[config.mk]
export PLATFORM = sky130hd
export DESIGN_NAME = bus_slave
export DESIGN_NICKNAME = d
export VERILOG_FILES = /design/src/rtl/bus_slave.sv
export SDC_FILE = /design/constraint.sdc
export NUM_CORES = 2
export LEC_CHECK = 0
export ABC_AREA = 1
export CORE_MARGIN = 2
export CORE_UTILIZATION = 33
export DETAILED_ROUTE_END_ITERATION = 8
export MAX_ROUTING_LAYER = met4
export PLACE_DENSITY_LB_ADDON = 0.05
export SLEW_MARGIN = 25
export SYNTH_ARGS = -nofsm -noshare
export SYNTH_HDL_FRONTEND = slang
export SYNTH_SLANG_ARGS = --single-unit
[constraint.sdc]
create_clock -name CLK -period 239.7 [get_ports CLK]
set_clock_uncertainty 0.1 [all_clocks]
set_input_delay 59.925 -clock CLK [delete_from_list [all_inputs] [get_ports CLK]]
set_output_delay 59.925 -clock CLK [all_outputs]
set_load 0.02 [all_outputs]
[src/rtl/bus_slave.sv]
// bus_slave: responder on the single-wire serial bus.
// Deserialises a 16-bit address (LSB first), decodes the device select,
// acknowledges a match, then either captures a write byte (LSB first) into
// local memory or serialises a read byte (MSB first) back to the master.
//
// Bus handshake: a bit is transferred on every rising CLK edge where its
// qualifier is high (S_UTIL for master->slave bits, S_UTIL_OUT for
// slave->master bits). Acknowledge is a window of ACK_LEN cycles with S_ACK
// high; the master samples it on the last cycle of the window. All slave
// outputs are decoded from registered state, so they never depend
// combinationally on bus inputs. dbg_state mirrors the FSM state.
module bus_slave #(
    parameter logic [3:0] DEV_ID  = 4'h1,
    parameter int         MEM_AW  = 8,
    parameter int         ACK_LEN = 4
) (
    input  logic       CLK,
    input  logic       RSTN,
    input  logic       S_BUS_IN,
    input  logic       S_UTIL,
    input  logic       S_RW,
    input  logic       S_BUS_ACK,
    output logic       S_ACK,
    output logic       S_BUS_OUT,
    output logic       S_UTIL_OUT,
    output logic       S_BSY,
    output logic       S_WR_STB,
    output logic [2:0] dbg_state
);

    typedef enum logic [2:0] {
        IDLE   = 3'd0,
        ADDR   = 3'd1,
        ACK_A  = 3'd2,
        WDATA  = 3'd3,
        ACK_W  = 3'd4,
        RDATA  = 3'd5,
        SKIP_A = 3'd6,
        SKIP_D = 3'd7
    } state_t;

    localparam int CW    = 8;
    localparam int DEPTH = 1 << MEM_AW;

    state_t            state, state_nxt;
    logic [CW-1:0]     cnt, cnt_nxt;
    logic [15:0]       addr;
    logic              rw;
    logic              ack_seen;
    logic [7:0]        shreg;
    logic [7:0]        mem [0:DEPTH-1];
    logic [MEM_AW-1:0] idx;
    logic              sel;
    logic              ack_last;
    logic              commit;
    logic [CW-1:0]     skip_len;

    assign idx      = addr[MEM_AW-1:0];
    // Bits 14:12 are already held; bit 15 is arriving on the bus this cycle.
    assign sel      = ({S_BUS_IN, addr[14:12]} == DEV_ID);
    assign ack_last = (cnt == CW'(ACK_LEN - 1));
    // A foreign write still has its 8 data bits and an ACK window to run;
    // a foreign read only has its 8 data bits.
    assign skip_len = rw ? CW'(8 + ACK_LEN - 1) : CW'(7);

    assign S_BSY     = (state != IDLE);
    assign dbg_state = state;

    // Address bits above the memory index take no part in decode.
    if (MEM_AW < 12) begin : g_unused_addr
        logic unused_addr_hi;
        assign unused_addr_hi = ^addr[11:MEM_AW];
    end

    // FSM state register.
    always_ff @(posedge CLK or posedge RSTN) begin
        if (RSTN) begin
            state <= IDLE;
            cnt   <= '0;
        end else begin
            state <= state_nxt;
            cnt   <= cnt_nxt;
        end
    end

    // Next-state, bit counter and Moore bus outputs.
    always_comb begin
        state_nxt  = state;
        cnt_nxt    = cnt;
        commit     = 1'b0;
        S_ACK      = 1'b0;
        S_BUS_OUT  = 1'b0;
        S_UTIL_OUT = 1'b0;
        unique case (state)
            IDLE: begin
                if (S_UTIL) begin
                    state_nxt = ADDR;
                    cnt_nxt   = CW'(1);
                end
            end
            ADDR: begin
                if (!S_UTIL) begin
                    state_nxt = IDLE;
                    cnt_nxt   = '0;
                end else if (cnt == CW'(15)) begin
                    state_nxt = sel ? ACK_A : SKIP_A;
                    cnt_nxt   = '0;
                end else begin
                    cnt_nxt = cnt + 1'b1;
                end
            end
            ACK_A: begin
                S_ACK = 1'b1;
                if (ack_last) begin
                    state_nxt = rw ? WDATA : RDATA;
                    cnt_nxt   = '0;
                end else begin
                    cnt_nxt = cnt + 1'b1;
                end
            end
            WDATA: begin
                if (S_UTIL) begin
                    if (cnt == CW'(7)) begin
                        commit    = 1'b1;
                        state_nxt = ACK_W;
                        cnt_nxt   = '0;
                    end else begin
                        cnt_nxt = cnt + 1'b1;
                    end
                end
            end
            ACK_W: begin
                S_ACK = 1'b1;
                if (ack_last) begin
                    state_nxt = IDLE;
                    cnt_nxt   = '0;
                end else begin
                    cnt_nxt = cnt + 1'b1;
                end
            end
            RDATA: begin
                S_UTIL_OUT = 1'b1;
                S_BUS_OUT  = shreg[7];
                if (cnt == CW'(7)) begin
                    state_nxt = IDLE;
                    cnt_nxt   = '0;
                end else begin
                    cnt_nxt = cnt + 1'b1;
                end
            end
            SKIP_A: begin
                if (ack_last) begin
                    state_nxt = (ack_seen || S_BUS_ACK) ? SKIP_D : IDLE;
                    cnt_nxt   = '0;
                end else begin
                    cnt_nxt = cnt + 1'b1;
                end
            end
            SKIP_D: begin
                if (cnt == skip_len) begin
                    state_nxt = IDLE;
                    cnt_nxt   = '0;
                end else begin
                    cnt_nxt = cnt + 1'b1;
                end
            end
            default: begin
                state_nxt = IDLE;
                cnt_nxt   = '0;
            end
        endcase
    end

    // Datapath: address capture, data shift register, foreign-ACK tracking, write strobe.
    always_ff @(posedge CLK or posedge RSTN) begin
        if (RSTN) begin
            addr     <= '0;
            rw       <= 1'b0;
            ack_seen <= 1'b0;
            shreg    <= '0;
            S_WR_STB <= 1'b0;
        end else begin
            S_WR_STB <= commit;
            unique case (state)
                IDLE: begin
                    if (S_UTIL) begin
                        addr <= {15'h0000, S_BUS_IN};
                        rw   <= S_RW;
                    end
                end
                ADDR: begin
                    ack_seen <= 1'b0;
                    if (S_UTIL) begin
                        addr[cnt[3:0]] <= S_BUS_IN;
                    end
                end
                ACK_A: begin
                    if (ack_last && !rw) begin
                        shreg <= mem[idx];
                    end
                end
                WDATA: begin
                    if (S_UTIL) begin
                        shreg <= {S_BUS_IN, shreg[7:1]};
                    end
                end
                RDATA: begin
                    shreg <= {shreg[6:0], 1'b0};
                end
                SKIP_A: begin
                    if (S_BUS_ACK) begin
                        ack_seen <= 1'b1;
                    end
                end
                default: begin
                end
            endcase
        end
    end

    // Local byte memory; cleared on reset, written when the 8th data bit lands.
    always_ff @(posedge CLK or posedge RSTN) begin
        if (RSTN) begin
            for (int i = 0; i < DEPTH; i++) begin
                mem[i] <= 8'h00;
            end
        end else if (commit) begin
            mem[idx] <= {S_BUS_IN, shreg[7:1]};
        end
    end

endmodule

==> summary.txt <==
Min path
  – Hold path cells: 2
  – Hold Crit Endpoint: mem[1720]$_DFFE_PP0P_
  – HP Start: mem[1720]$_DFFE_PP0P_
  – Hold Path Class: flip-flop to flip-flop

Clock network
  – CTS Hold Bufs: 0
  – Gates resized, CTS repair: 0
  – Clock Tree Root: clkbuf_16
  – Worst skew pair latency: 0.91 ns
  – Clk buf depth: 4
  – CTS tree: yes
  – CTS Sinks: 2081
  – Num CTS Buffers: 244
  – Post-CTS setup buffer count: 0
  – Clock H-tree levels: 4
  – Worst-path clk slew: 0.06 ns

Floorplanning
  – Die height: 547 um
  – Die Span X: 547 um
  – Row count: 199
  – Initial Util: 0.331
  – Core area: 0.294 mm^2
  – DIE AREA: 0.299 mm^2
  – Io pins: 14

STA
  – RSZ-0062 raised after global routing: false
  – Max transition margin: 0.138
  – Final Setup Violations: 0
  – Max Clock Freq: 15.4 MHz
  – Tightest Pin Transition: 1.29 ns
  – Tmin final: 64.84 ns
  – Tcrit/Tclk final: 0.271
  – Final hold violations: 0
  – Slew Viols, Final: 0
  – Setup TNS: 0 ns

Cells and area
  – Nets: 12190
  – Fillers: 30821
  – Share of layout cells above drive strength 1: 0.0594
  – Synth-to-layout area growth: 10.7%
  – Non-filler instance count after layout: 16287

Routing
  – 1st-iter DRT viols: 6586
  – Post-route ant nets: 0
  – Routed vias: 81562
  – 1st-pass router iterations: 6
  – WL final: 340000 um
  – Avg WL per Cell: 20.9 um
  – DRC Markers: 0
  – Avg Vias per Cell: 5.01

Synth
  – Synth Instances: 12711
  – Largest family of logic cells by synthesized area: simple AND/OR/NAND/NOR gates
  – YS warnings: 0
  – Netlist Area Pre-Place: 0.0973 mm^2
  – EDFF count, synth: 0
  – Most common cell in the netlist: nand2_1
  – Synth area leaders: dfrtp_1 (54%), nand2_1 (24%), o21ai_0 (6.2%), o21ai_1 (4.4%), nand3_1 (3.0%)
  – Adder-Cell Fraction of Synth Area: 0.000643
  – Synth Area in Simple Gates: 0.311
  – Post-synthesis mux area share: 0
  – Avg Inst Size Synth: 7.65 um^2
  – Post-synthesis sequential area ratio: 0.535
  – Synth top cells by count: nand2_1 (6259), dfrtp_1 (2081), o21ai_0 (1211), o21ai_1 (858), clkbuf_1 (763)
  – Dominant cell type by area after synthesis: dfrtp_1
  – Post-Synth XOR/XNOR Area: 0.000540
  – Ys async rst share: 1.00
  – Yosys reg bits: 2081
  – Top-area cell type share of the netlist area: 0.535
  – Compound-Gate Fraction of Synth Area: 0.109
  – Syn_nets: 12722
  – Netlist cell types: 38
  – Top FF cell, synth: dfrtp_1

Critical path
  – CP endpoint kind: asynchronous set/reset pin
  – Most used cell, CP: buf_4
  – Reg2reg end: shreg[0]$_DFFE_PP0P_
  – Crit Path Class: primary input to asynchronous set/reset pin
  – CP arrival: 65.69 ns
  – R2R Path Start: addr[0]$_DFFE_PP0P_
  – Crit-path max FO: 153
  – Worst Path Required: 240.55 ns
  – Critical path launch point type: primary input
  – R2R Setup Slk: 233.64 ns
  – CP max stage cell: buf_4
  – Crit path cell chain: clkdlybuf4s50_1 -> inv_8 -> buf_4 -> buf_4 -> buf_12 -> buf_4 -> buf_4 -> buf_4
  – Cell count of the worst reg-to-reg path: 19
  – Slowest stage delay, CP: 0.76 ns
  – CP startpoint: RSTN

Placed design
  – Placed cell count: 15850
  – RePlAce Congestion: 0.837
  – DP Wirelength: 190000 um
  – Buffers on Ports: 13

Pwr
  – Peak supply drop: 0.00854 mV
  – Pwr per Cell Area: 8.62 mW/mm^2
  – Static leakage: 52.4 nW

Global routing
  – Number of antenna violations at the first check in global routing: 5
  – Grt total ovfl: 0
  – Vias in the first global route: 79448
  – Largest net degree at the start of global routing: 154
  – First-pass GRT wire length: 520000 um
  – Total Routing Usage GR: 0.232

Flow run
  – Maxcap violations: 0

Run status
  – Status: finished clean
[cell families after synthesis]
family,after synthesis
AND/OR/NAND/NOR,7519
adder cells (fa/ha/maj),5
AO/OA/AOI/OAI,2109
flip-flops,2081
XOR/XNOR,6
buffers and inverters,991
[worst max path at each step]
stage	to	slack, ns	cells past startpoint
after detailed placement	mem[1030]$_DFFE_PP0P_	173.63	8
after global placement	mem[1030]$_DFFE_PP0P_	173.67	8
after global routing	mem[1116]$_DFFE_PP0P_	174.01	8
after CTS	mem[1025]$_DFFE_PP0P_	174.63	8
final	mem[1095]$_DFFE_PP0P_	174.86	8
after floorplan	S_WR_STB$_DFF_PP0_	120.89	1
[layer usage]
metal  track usage  share of wire
met1         0.328           0.48
met2         0.353           0.44
met3        0.0276          0.046
met4        0.0584          0.025
met5             -              0
[placed cells by master, fill, tap and decap left out, drive strengths merged]
| master | instances |
|---|---|
| o2111ai | 2 |
| o21a | 1 |
| nand2 | 6411 |
| o21ai | 2075 |
| ha | 5 |
| diode | 2 |
| a21oi | 15 |
| bufinv | 10 |
| clkbuf | 387 |
| nand3 | 583 |
| nand4 | 131 |
| o22ai | 3 |
| nor3 | 3 |
| a221oi | 7 |
| inv | 60 |
| xor2 | 5 |
| a31oi | 2 |
| nor4 | 1 |
| clkinv | 29 |
| a22o | 1 |
| clkdlybuf4s50 | 13 |
| xnor2 | 1 |
| buf | 145 |
| a22oi | 1 |
| o31ai | 1 |
| a32oi | 1 |
| clkinvlp | 2 |
| nor2 | 390 |
| dfrtp | 2081 |
[final cells by class]
cell class                 count  area [um^2]  area share
timing repair buffer         158         1420      0.0132
sequential                  2081        52100       0.483
clock buffer                 387         7440      0.0690
clock inverter                46          515     0.00478
inverter                      55          294     0.00273
tap                         3919         4900      0.0455
antenna                        2         5.00   0.0000465
multi-input combinational   9639        41100       0.381
[per-stage QoR]
step	hold slack [ns]	worst slack, ns	cell area, um^2	util	total power [mW]
3_5_place_dp	0.369	173.63	99700	0.340	0.563
5_1_grt	0.396	174.01	108000	0.367	0.967
2_1_floorplan	0.353	120.89	97300	-	0.472
6_report	0.381	174.86	108000	0.367	0.929
4_1_cts	0.385	174.63	108000	0.367	0.943
3_3_place_gp	0.365	173.67	99700	0.340	0.563
[report_power, final]
part	switching (mW)	total, mW	internal [mW]
sequential	0.00314	0.356	0.353
combinational	0.182	0.198	0.0156
clock	0.154	0.375	0.221
total	0.339	0.929	0.589
[critical path, delay by kind of cell]
family	cells	cell delay, ns
buffers and inverters	8	5.18
[registers in the layout, indices dropped and copies added, names as in the netlist]
name and count:
mem 2048, addr 11, cnt 8, shreg 8, dbg_state 3, S_WR_STB 1
ack_seen 1, rw 1
No activity file was read; power rests on OpenSTA's default activity.
